$ cat src/rtl/pipe_ldm_seq_if.sv
// Bundle between the execute stage, register file, data memory and the LDM/STM sequencer.
interface pipe_ldm_seq_if #(
  parameter int unsigned WIDTH = 32
);
  logic             start;
  logic             is_load;
  logic [15:0]      reglist;
  logic [1:0]       pu;
  logic             wback;
  logic [3:0]       rn;
  logic [WIDTH-1:0] base;
  logic             busy;
  logic             done;
  logic [3:0]       ra;
  logic [WIDTH-1:0] rd;
  logic [WIDTH-1:0] mem_addr;
  logic             mem_we;
  logic [WIDTH-1:0] mem_wdata;
  logic [WIDTH-1:0] mem_rdata;
  logic             rf_we;
  logic [3:0]       rf_wa;
  logic [WIDTH-1:0] rf_wd;
  logic             pc_load;

  // Pipeline / register file / memory side.
  modport master (
    output start, is_load, reglist, pu, wback, rn, base, rd, mem_rdata,
    input  busy, done, ra, mem_addr, mem_we, mem_wdata, rf_we, rf_wa, rf_wd, pc_load
  );

  // Sequencer side.
  modport slave (
    input  start, is_load, reglist, pu, wback, rn, base, rd, mem_rdata,
    output busy, done, ra, mem_addr, mem_we, mem_wdata, rf_we, rf_wa, rf_wd, pc_load
  );
endinterface

$ cat src/rtl/pipe_ldm_seq.sv
// LDM/STM block-transfer sequencer: stalls the pipe and moves one register per cycle,
// then optionally writes back the base register.
module pipe_ldm_seq #(
  parameter int unsigned WIDTH = 32
) (
  input logic          i_clk,
  input logic          i_reset,
  pipe_ldm_seq_if.slave bus
);

  typedef enum logic [1:0] {StIdle, StXfer, StWb} state_e;

  state_e           r_state, w_state_nxt;
  logic [15:0]      r_mask, w_mask_nxt;
  logic [WIDTH-1:0] r_addr, w_addr_nxt;
  logic [WIDTH-1:0] r_wbval, w_wbval_nxt;
  logic             r_is_load, w_is_load_nxt;
  logic             r_wback, w_wback_nxt;
  logic             r_rn_in, w_rn_in_nxt;
  logic [3:0]       r_rn, w_rn_nxt;
  logic             r_done, w_done_nxt;

  logic [4:0]       w_cnt;
  logic [WIDTH-1:0] w_n4;
  logic [WIDTH-1:0] w_start_addr;
  logic [3:0]       w_cur;
  logic [15:0]      w_mask_left;

  logic             w_busy, w_mem_we, w_rf_we, w_pc_load;
  logic [3:0]       w_ra, w_rf_wa;
  logic [WIDTH-1:0] w_mem_addr, w_mem_wdata, w_rf_wd;

  // Popcount of the incoming list, start address per addressing mode, and lowest set mask bit.
  always_comb begin
    w_cnt = 5'd0;
    for (int i = 0; i < 16; i++) w_cnt = w_cnt + 5'(bus.reglist[i]);
    w_n4 = WIDTH'({w_cnt, 2'b00});
    unique case (bus.pu)
      2'b01:   w_start_addr = bus.base;
      2'b11:   w_start_addr = bus.base + WIDTH'(4);
      2'b00:   w_start_addr = bus.base - w_n4 + WIDTH'(4);
      default: w_start_addr = bus.base - w_n4;
    endcase
    w_cur = 4'd0;
    for (int i = 15; i >= 0; i--) if (r_mask[i]) w_cur = 4'(i);
    w_mask_left = r_mask & ~(16'd1 << w_cur);
  end

  // Next-state and output decode; reset forces every output low in the same cycle.
  always_comb begin
    w_state_nxt   = r_state;
    w_mask_nxt    = r_mask;
    w_addr_nxt    = r_addr;
    w_wbval_nxt   = r_wbval;
    w_is_load_nxt = r_is_load;
    w_wback_nxt   = r_wback;
    w_rn_in_nxt   = r_rn_in;
    w_rn_nxt      = r_rn;
    w_done_nxt    = 1'b0;
    w_busy        = 1'b0;
    w_mem_we      = 1'b0;
    w_rf_we       = 1'b0;
    w_pc_load     = 1'b0;
    w_ra          = 4'd0;
    w_rf_wa       = 4'd0;
    w_mem_addr    = '0;
    w_mem_wdata   = '0;
    w_rf_wd       = '0;
    unique case (r_state)
      StIdle: begin
        if (bus.start) begin
          if (w_cnt != 5'd0) begin
            w_state_nxt   = StXfer;
            w_mask_nxt    = bus.reglist;
            w_addr_nxt    = w_start_addr;
            w_wbval_nxt   = bus.pu[0] ? bus.base + w_n4 : bus.base - w_n4;
            w_is_load_nxt = bus.is_load;
            w_wback_nxt   = bus.wback;
            w_rn_in_nxt   = bus.reglist[bus.rn];
            w_rn_nxt      = bus.rn;
          end else begin
            w_done_nxt = 1'b1;
          end
        end
      end
      StXfer: begin
        w_busy     = 1'b1;
        w_mem_addr = r_addr;
        if (!r_is_load) begin
          w_ra        = w_cur;
          w_mem_we    = 1'b1;
          w_mem_wdata = bus.rd;
        end else if (w_cur == 4'd15) begin
          w_pc_load = 1'b1;
          w_rf_wd   = bus.mem_rdata;
        end else begin
          w_rf_we = 1'b1;
          w_rf_wa = w_cur;
          w_rf_wd = bus.mem_rdata;
        end
        w_mask_nxt = w_mask_left;
        w_addr_nxt = r_addr + WIDTH'(4);
        if (w_mask_left == 16'd0) begin
          // A load that reloads the base keeps the loaded value, so WB is skipped.
          if (r_wback && (!r_is_load || !r_rn_in)) begin
            w_state_nxt = StWb;
          end else begin
            w_state_nxt = StIdle;
            w_done_nxt  = 1'b1;
          end
        end
      end
      StWb: begin
        w_busy      = 1'b1;
        w_rf_we     = 1'b1;
        w_rf_wa     = r_rn;
        w_rf_wd     = r_wbval;
        w_state_nxt = StIdle;
        w_done_nxt  = 1'b1;
      end
      default: w_state_nxt = StIdle;
    endcase
    if (i_reset) begin
      w_busy      = 1'b0;
      w_mem_we    = 1'b0;
      w_rf_we     = 1'b0;
      w_pc_load   = 1'b0;
      w_ra        = 4'd0;
      w_rf_wa     = 4'd0;
      w_mem_addr  = '0;
      w_mem_wdata = '0;
      w_rf_wd     = '0;
    end
  end

  // State and latched-operand registers.
  always_ff @(posedge i_clk) begin
    if (i_reset) begin
      r_state   <= StIdle;
      r_mask    <= 16'd0;
      r_addr    <= '0;
      r_wbval   <= '0;
      r_is_load <= 1'b0;
      r_wback   <= 1'b0;
      r_rn_in   <= 1'b0;
      r_rn      <= 4'd0;
      r_done    <= 1'b0;
    end else begin
      r_state   <= w_state_nxt;
      r_mask    <= w_mask_nxt;
      r_addr    <= w_addr_nxt;
      r_wbval   <= w_wbval_nxt;
      r_is_load <= w_is_load_nxt;
      r_wback   <= w_wback_nxt;
      r_rn_in   <= w_rn_in_nxt;
      r_rn      <= w_rn_nxt;
      r_done    <= w_done_nxt;
    end
  end

  assign bus.busy      = w_busy;
  assign bus.done      = r_done & ~i_reset;
  assign bus.ra        = w_ra;
  assign bus.mem_addr  = w_mem_addr;
  assign bus.mem_we    = w_mem_we;
  assign bus.mem_wdata = w_mem_wdata;
  assign bus.rf_we     = w_rf_we;
  assign bus.rf_wa     = w_rf_wa;
  assign bus.rf_wd     = w_rf_wd;
  assign bus.pc_load   = w_pc_load;

endmodule
$ cat src/flat_wrapper.sv
// flat-port wrapper written by rule: the top's interface ports become plain ports
module pipe_ldm_seq_flat 
#(
  parameter int unsigned WIDTH = 32
)
  (i_clk, i_reset, bus_start, bus_is_load, bus_reglist, bus_pu, bus_wback, bus_rn, bus_base, bus_rd, bus_mem_rdata, bus_busy, bus_done, bus_ra, bus_mem_addr, bus_mem_we, bus_mem_wdata, bus_rf_we, bus_rf_wa, bus_rf_wd, bus_pc_load);
  pipe_ldm_seq_if #(.WIDTH(WIDTH)) bus_i ();
  input logic i_clk;
  input logic i_reset;
  input wire logic [$bits(bus_i.start)-1:0] bus_start;
  input wire logic [$bits(bus_i.is_load)-1:0] bus_is_load;
  input wire logic [$bits(bus_i.reglist)-1:0] bus_reglist;
  input wire logic [$bits(bus_i.pu)-1:0] bus_pu;
  input wire logic [$bits(bus_i.wback)-1:0] bus_wback;
  input wire logic [$bits(bus_i.rn)-1:0] bus_rn;
  input wire logic [$bits(bus_i.base)-1:0] bus_base;
  input wire logic [$bits(bus_i.rd)-1:0] bus_rd;
  input wire logic [$bits(bus_i.mem_rdata)-1:0] bus_mem_rdata;
  output wire logic [$bits(bus_i.busy)-1:0] bus_busy;
  output wire logic [$bits(bus_i.done)-1:0] bus_done;
  output wire logic [$bits(bus_i.ra)-1:0] bus_ra;
  output wire logic [$bits(bus_i.mem_addr)-1:0] bus_mem_addr;
  output wire logic [$bits(bus_i.mem_we)-1:0] bus_mem_we;
  output wire logic [$bits(bus_i.mem_wdata)-1:0] bus_mem_wdata;
  output wire logic [$bits(bus_i.rf_we)-1:0] bus_rf_we;
  output wire logic [$bits(bus_i.rf_wa)-1:0] bus_rf_wa;
  output wire logic [$bits(bus_i.rf_wd)-1:0] bus_rf_wd;
  output wire logic [$bits(bus_i.pc_load)-1:0] bus_pc_load;
  assign bus_i.start = bus_start;
  assign bus_i.is_load = bus_is_load;
  assign bus_i.reglist = bus_reglist;
  assign bus_i.pu = bus_pu;
  assign bus_i.wback = bus_wback;
  assign bus_i.rn = bus_rn;
  assign bus_i.base = bus_base;
  assign bus_i.rd = bus_rd;
  assign bus_i.mem_rdata = bus_mem_rdata;
  assign bus_busy = bus_i.busy;
  assign bus_done = bus_i.done;
  assign bus_ra = bus_i.ra;
  assign bus_mem_addr = bus_i.mem_addr;
  assign bus_mem_we = bus_i.mem_we;
  assign bus_mem_wdata = bus_i.mem_wdata;
  assign bus_rf_we = bus_i.rf_we;
  assign bus_rf_wa = bus_i.rf_wa;
  assign bus_rf_wd = bus_i.rf_wd;
  assign bus_pc_load = bus_i.pc_load;
  pipe_ldm_seq #(.WIDTH(WIDTH)) u_core (.i_clk(i_clk), .i_reset(i_reset), .bus(bus_i));
endmodule
$ cat config.mk
export PLATFORM = sky130hd
export DESIGN_NAME = pipe_ldm_seq_flat
export DESIGN_NICKNAME = d
export VERILOG_FILES = /design/src/rtl/pipe_ldm_seq_if.sv /design/src/rtl/pipe_ldm_seq.sv /design/src/flat_wrapper.sv
export SDC_FILE = /design/constraint.sdc
export NUM_CORES = 1
export LEC_CHECK = 0
export CELL_PAD_IN_SITES_DETAIL_PLACEMENT = 1
export CELL_PAD_IN_SITES_GLOBAL_PLACEMENT = 2
export CORE_MARGIN = 2
export CORE_UTILIZATION = 28
export CTS_BUF_LIST = sky130_fd_sc_hd__clkbuf_8 sky130_fd_sc_hd__clkbuf_16
export DETAILED_ROUTE_END_ITERATION = 16
export PLACE_DENSITY_LB_ADDON = 0.3
export SLEW_MARGIN = 20
export SYNTH_ARGS = -nofsm -noshare
export SYNTH_HDL_FRONTEND = slang
export SYNTH_SLANG_ARGS = --single-unit
$ cat constraint.sdc
create_clock -name i_clk -period 11.3 [get_ports i_clk]
set_clock_uncertainty 0.15 [all_clocks]
set_input_delay 3.39 -clock i_clk [delete_from_list [all_inputs] [get_ports i_clk]]
set_output_delay 3.39 -clock i_clk [all_outputs]
set_load 0.005 [all_outputs]
* Word level (Yosys, flattened, before mapping)
Index checks and enable logic that the tools add are counted.
** Storage, ports and cells
- Input port bits :: 123
- Word-level logic and storage cells :: 120
- Output and inout bits :: 109
- Register bits :: 90
** Cells by class
- Mux-type cells :: 64
- Shift operators :: 1
- Equal/unequal tests :: 8
- Order comparisons :: 1
- Bitwise gates (word level) :: 4
- Reductions and logical operators :: 13
- Add/sub/neg operators :: 20
** Operator list (number)
- $mux W32 :: 10
- $pmux W32 S2 :: 2
- $add A32 B3 Y32 const B :: 3
- $pmux W32 S3 :: 1
- $mux W4 :: 22
- $add A5 B1 Y5 :: 14
- $add A32 B7 Y32 :: 1
- $mux W16 :: 2
- $pmux W16 S2 :: 1
- $sub A32 B7 Y32 :: 1
- $mux W1 :: 17
- $and A16 B16 Y16 :: 1
- $logic_not A16 Y1 :: 1
- $not A16 Y16 :: 1
- $shl A1 B4 Y16 const A :: 1
- $reduce_and A3 Y1 :: 3
- $mux W2 :: 4
- $pmux W4 S2 :: 1
- $lt A4 B5 Y1 const B :: 1
- $reduce_bool A5 Y1 :: 1
- $bmux W1 S4 :: 1
- $eq A2 B1 Y1 const B :: 2
- $eq A2 B2 Y1 const B :: 2
- $eq A4 B4 Y1 const B :: 1
- 14 further kinds :: 17

* Longest topological paths before layout
- Depth in word-level cells :: 22
- Gate-level depth with buffers :: 27
- Mapped depth without buffers :: 25

* Least setup slack after synthesis
Ideal clock, no wire load.
- Kind :: input to register
- From :: input port bus_reglist[0]
- To :: register u_core.r_addr[21]
- Cell stages on the path :: 25
- Slack :: 1.486 ns
- Setup time :: 0.138 ns
- Buffers on the path :: 3
- Data required time :: 11.012 ns
- Arrival :: 9.526 ns
- Path through :: ha_1 -> inv_1 -> fa_1 -> fa_1 -> fa_1 -> fa_1 -> inv_1 -> ha_1 -> nor2b_1 -> o21a_1 -> or3_1 -> and2_1 -> ha_1 -> buf_2 -> nor3_1 -> and2_0 -> clkbuf_1 -> or3_1 -> a2111o_1 -> a311oi_2 -> buf_6 -> nand4_2 -> xnor2_1 -> a2111oi_1 -> a2111oi_1
** On the way
- Word-level cells in the longest chain between the ends :: 21
- Elaborated cells between the ends (all ways) :: 24
- Those cells by class :: add/sub (17); eq/ne (1); mux (4); reduce/logical (2)
** RTL lines
- start, declared :: line flat_wrapper.sv:12 : input wire logic [$bits(bus_i.reglist)-1:0] bus_reglist;
- $add A1 B1 Y2 * :: line pipe_ldm_seq.sv:36 : for (int i = 0; i < 16; i++) w_cnt = w_cnt + 5'(bus.reglist[i]);
- $add A5 B1 Y5 * (14 in a row) :: line pipe_ldm_seq.sv:36
- $sub A32 B7 Y32 :: line pipe_ldm_seq.sv:41, pipe_ldm_seq.sv:42
- $add A32 B3 Y32 :: line pipe_ldm_seq.sv:41 : 2'b00: w_start_addr = bus.base - w_n4 + WIDTH'(4);
- $pmux W32 S3 :: line pipe_ldm_seq.sv:38 : unique case (bus.pu)
- $mux W32 :: line pipe_ldm_seq.sv:72 : if (w_cnt != 5'd0) begin
- $mux W32 :: line pipe_ldm_seq.sv:71 : if (bus.start) begin
- $pmux W32 S2 :: line pipe_ldm_seq.sv:69 : unique case (r_state)
- end signal, assigned :: line pipe_ldm_seq.sv:151 : r_addr <= w_addr_nxt;
- end, declared :: line pipe_ldm_seq.sv:15 : logic [WIDTH-1:0] r_addr, w_addr_nxt;
Mark *: on every way between the ends. The rest lies on a longest branch, timed or not. The select of a mux whose other input is x is not followed.
A chain may end at the register's enable or synchronous reset.

* Worst setup path in the final report
- From :: input port bus_reglist[1]
- To :: register u_core.r_addr[24]
The elaborated chain is that of the path after synthesis.

==> flow_summary.toml <==
[status]
status = "finished, final reports clean"

[cells_and_area]
layout_common_cells = "230 x clkdlybuf4s50_1, 194 x nand2_1, 168 x nor2_1, 117 x a21oi_1, 90 x dfxtp_1"
final_nets = 1800
final_area_um2 = 13000
area_delta_synth_final_pct = 30.1
final_common_cell = "clkdlybuf4s50_1"
nFillCells = 4440
drive_above_1_share_pct = 5.41
num_antenna_cells = 0

[sta]
setup_tns_ns = 0
setup-violations-final = 0
maxSlewViolCount = 0
post-route-period-util_pct = 95.0
setup_slack_ns = 0.568
rsz0062_at_grt = "false"
fin_crit_ns = 10.73
fmax_mhz = 93.2
slew_headroom_pct = 35.5
tightest_slew_ns = 0.961
hold_viol_final = 0

[grt]
overflow = 0
grt_max_degree = 52
grt_use_met3_pct = 4.22
antenna_found_initial = 1
grt.busiest_layer = "met2"
grt_util_all_layers_pct = 26.0
grtUsageMet2_pct = 43.5
met1_usage_pct = 33.8
grt_pass1_vias = 11800
grt_pass1_wl_um = 72900

[setup_path]
r2r_cells = 9
required_ns = 11.38
cp-end-kind = "flip-flop"
r2r_end = "u_core.r_state[1]"
crit_fanout = 9
worst-setup-path-type = "in2reg"
startpoint_type = "input pin"
r2r-start = "u_core.r_mask[9]"
rrSetupSlack_ns = 7.82
cp.arrival_ns = 10.82

[clock_network]
cts.clk_slew.worst_paths_ns = 0.08
cts.sinks = 90
cts_resized = 0
cts_tree = "yes"
clockBufferDepth = 2
cts_setup_buffers = 0
holdBufCountCts = 0
numCtsBuffers = 9
clkLatencyLatePin_ns = 0.37
cts-root-buf = "clkbuf_16"
cts.htree.levels = 3

[floorplanning]
fp.dieH_um = 193
core_area_um2 = 35400
die_w_um = 193
row_count = 69
io_pins = 232
initial_utilization_pct = 28.3
die_area_um2 = 37300

[routing]
wire_per_inst_um = 23.1
drtAntennaViolNets = 0
drc = 0
vias = 11900
drt_iter0_drc = 772
firstDrtPassIters = 5
avgViaCountPerCell = 5.65
wirelength_um = 48700

[logic_synthesis]
synth_top_cells_by_area = "dfxtp_1 18%, nand2_1 7.3%, nor2_1 6.4%"
synth_edf_count = 0
yosysWarnings = 0
synthArstFlopShare_pct = 0
synth_top_cell_area_share_pct = 18.0
synth.avg_cell_area_um2 = 6.74
netlist_area_um2 = 10000
ys_ff_latch = 90
synth_top_area_cell = "dfxtp_1"
ys_seq_area_share_pct = 18.0
syn-num-nets = 1646
synth_cells = 1486
ys.flop_type = "dfxtp_1"
yosysUniqueCellTypes = 90

[worst_hold_path]
hold_path_class = "reg2reg"
hold_depth = 2
worstHoldEndpoint = "u_core.r_wbval[1]"
hold_start = "u_core.r_wbval[1]"

[placement]
dp_hpwl_um = 38300
dpl_worst_slack_ns = 0.141
place_congestion = 0.903
io_buffers = 231
placed_cell_area_um2 = 12700

[power_and_ir_drop]
ir_drop_uv = 92.4
leakagePower_nw = 4.42
power_density_nw_per_um2 = 190

[run]
cap_violations = 0
## where the power goes
part / internal [W] / total [W] / switching, W
combinational: 0.000566 / 0.00159 / 0.00102
clock: 0.000199 / 0.000356 / 0.000157
sequential: 0.000413 / 0.000529 / 0.000117
## cell usage after synthesis, drive strengths merged, types with 5 or more instances
| cell type | n |
|---|---|
| a211oi | 33 |
| a21o | 12 |
| nand2 | 195 |
| fa | 12 |
| nor2 | 171 |
| a211o | 5 |
| nand3b | 8 |
| clkbuf | 98 |
| o21a | 9 |
| o21ai | 59 |
| mux2i | 5 |
| o211ai | 5 |
| o32ai | 8 |
| buf | 23 |
| and4 | 5 |
| o21bai | 6 |
| or3 | 16 |
| o31ai | 8 |
| o311ai | 5 |
| ha | 25 |
| nand3 | 50 |
| and2 | 76 |
| xnor2 | 61 |
| nand4 | 31 |
| o22ai | 9 |
| dfxtp | 90 |
| xor2 | 27 |
| inv | 50 |
| nor2b | 10 |
| a31oi | 19 |
| a22oi | 49 |
| a21oi | 117 |
| mux4 | 5 |
| nor3 | 60 |
| or4 | 5 |
| nor4 | 28 |
| and3 | 11 |
| nand2b | 8 |
| a21boi | 6 |
## sequential cells by signal (all words and copies together) (netlist names), 2 cells and up
signal	cells
u_core.r_mask	16
u_core.r_state	2
u_core.r_addr	32
u_core.r_wbval	32
u_core.r_rn	4
## per-layer routing
layer | share of wire [%] | vias up
li1 | - | 5629
met1 | 44 | 5856
met2 | 46 | 337
met3 | 6.0 | 67
met4 | 3.1 | 2
met5 | 0.027 | -
## worst max-delay path, cell delays in order
cell and delay, ns:
clkdlybuf4s50_1 0.53, ha_1 0.25, inv_1 0.07, fa_1 0.44
fa_1 0.43, fa_1 0.50, fa_1 0.61, inv_1 0.06
ha_1 0.28, nor2b_1 0.13, o21a_1 0.17, or3_1 0.35
and2_1 0.21, ha_1 0.46, nor2b_1 0.29, a211oi_1 0.13
buf_4 0.18, or4_4 0.42, a2111o_1 0.46, a311oi_4 0.45
nand4_1 0.33, or3_1 0.45, a31oi_1 0.19, nor3_1 0.07
## worst max-delay path by stage
| stage | from | end | cells after the start |
|---|---|---|---|
| after floorplan | bus_reglist[0] | u_core.r_addr[21] | 25 |
| after global placement | bus_reglist[1] | u_core.r_addr[24] | 24 |
| after global routing | bus_reglist[0] | u_core.r_addr[24] | 23 |
| final | bus_reglist[1] | u_core.r_addr[24] | 24 |
| after detailed placement | bus_reglist[0] | u_core.r_addr[24] | 24 |
| after CTS | bus_reglist[0] | u_core.r_addr[24] | 24 |
## cell type report
class                           instances  area (um2)  share of cell area [%]
Inverter                               51         191                    1.47
Clock buffer                            9         225                    1.73
Multi-Input combinational cell       1224        7570                    58.1
Sequential cell                        90        1800                    13.8
Timing Repair Buffer                  264        2560                    19.6
Clock inverter                          7         106                   0.816
Tap cell                              461         577                    4.43
## logic make-up (layout without fill, tap and decap cells)
| logic type | after synthesis | in the layout | synth area share, % |
|---|---|---|---|
| AOI/OAI and AO/OA | 395 | 395 | 26.0 |
| xor gates and xnor gates | 88 | 88 | 7.69 |
| adders and majority gates | 37 | 37 | 5.52 |
| buffers and inverters | 172 | 331 | 6.84 |
| DFF | 90 | 90 | 18.0 |
| muxes | 13 | 13 | 1.96 |
| and+or+nand+nor | 691 | 691 | 34.0 |
## metrics by stage
stage	util [%]	std cells	total power [W]	hold WS, ns
after floorplan	-	1486	0.00149	0.282
after global placement	35.8	2090	0.00208	0.293
after detailed placement	35.9	2090	0.00210	0.300
after CTS	36.8	2106	0.00247	0.312
after global routing	36.8	2106	0.00266	0.328
final	36.8	2106	0.00247	0.307
Note: power is estimated with default switching activity, not from simulation.
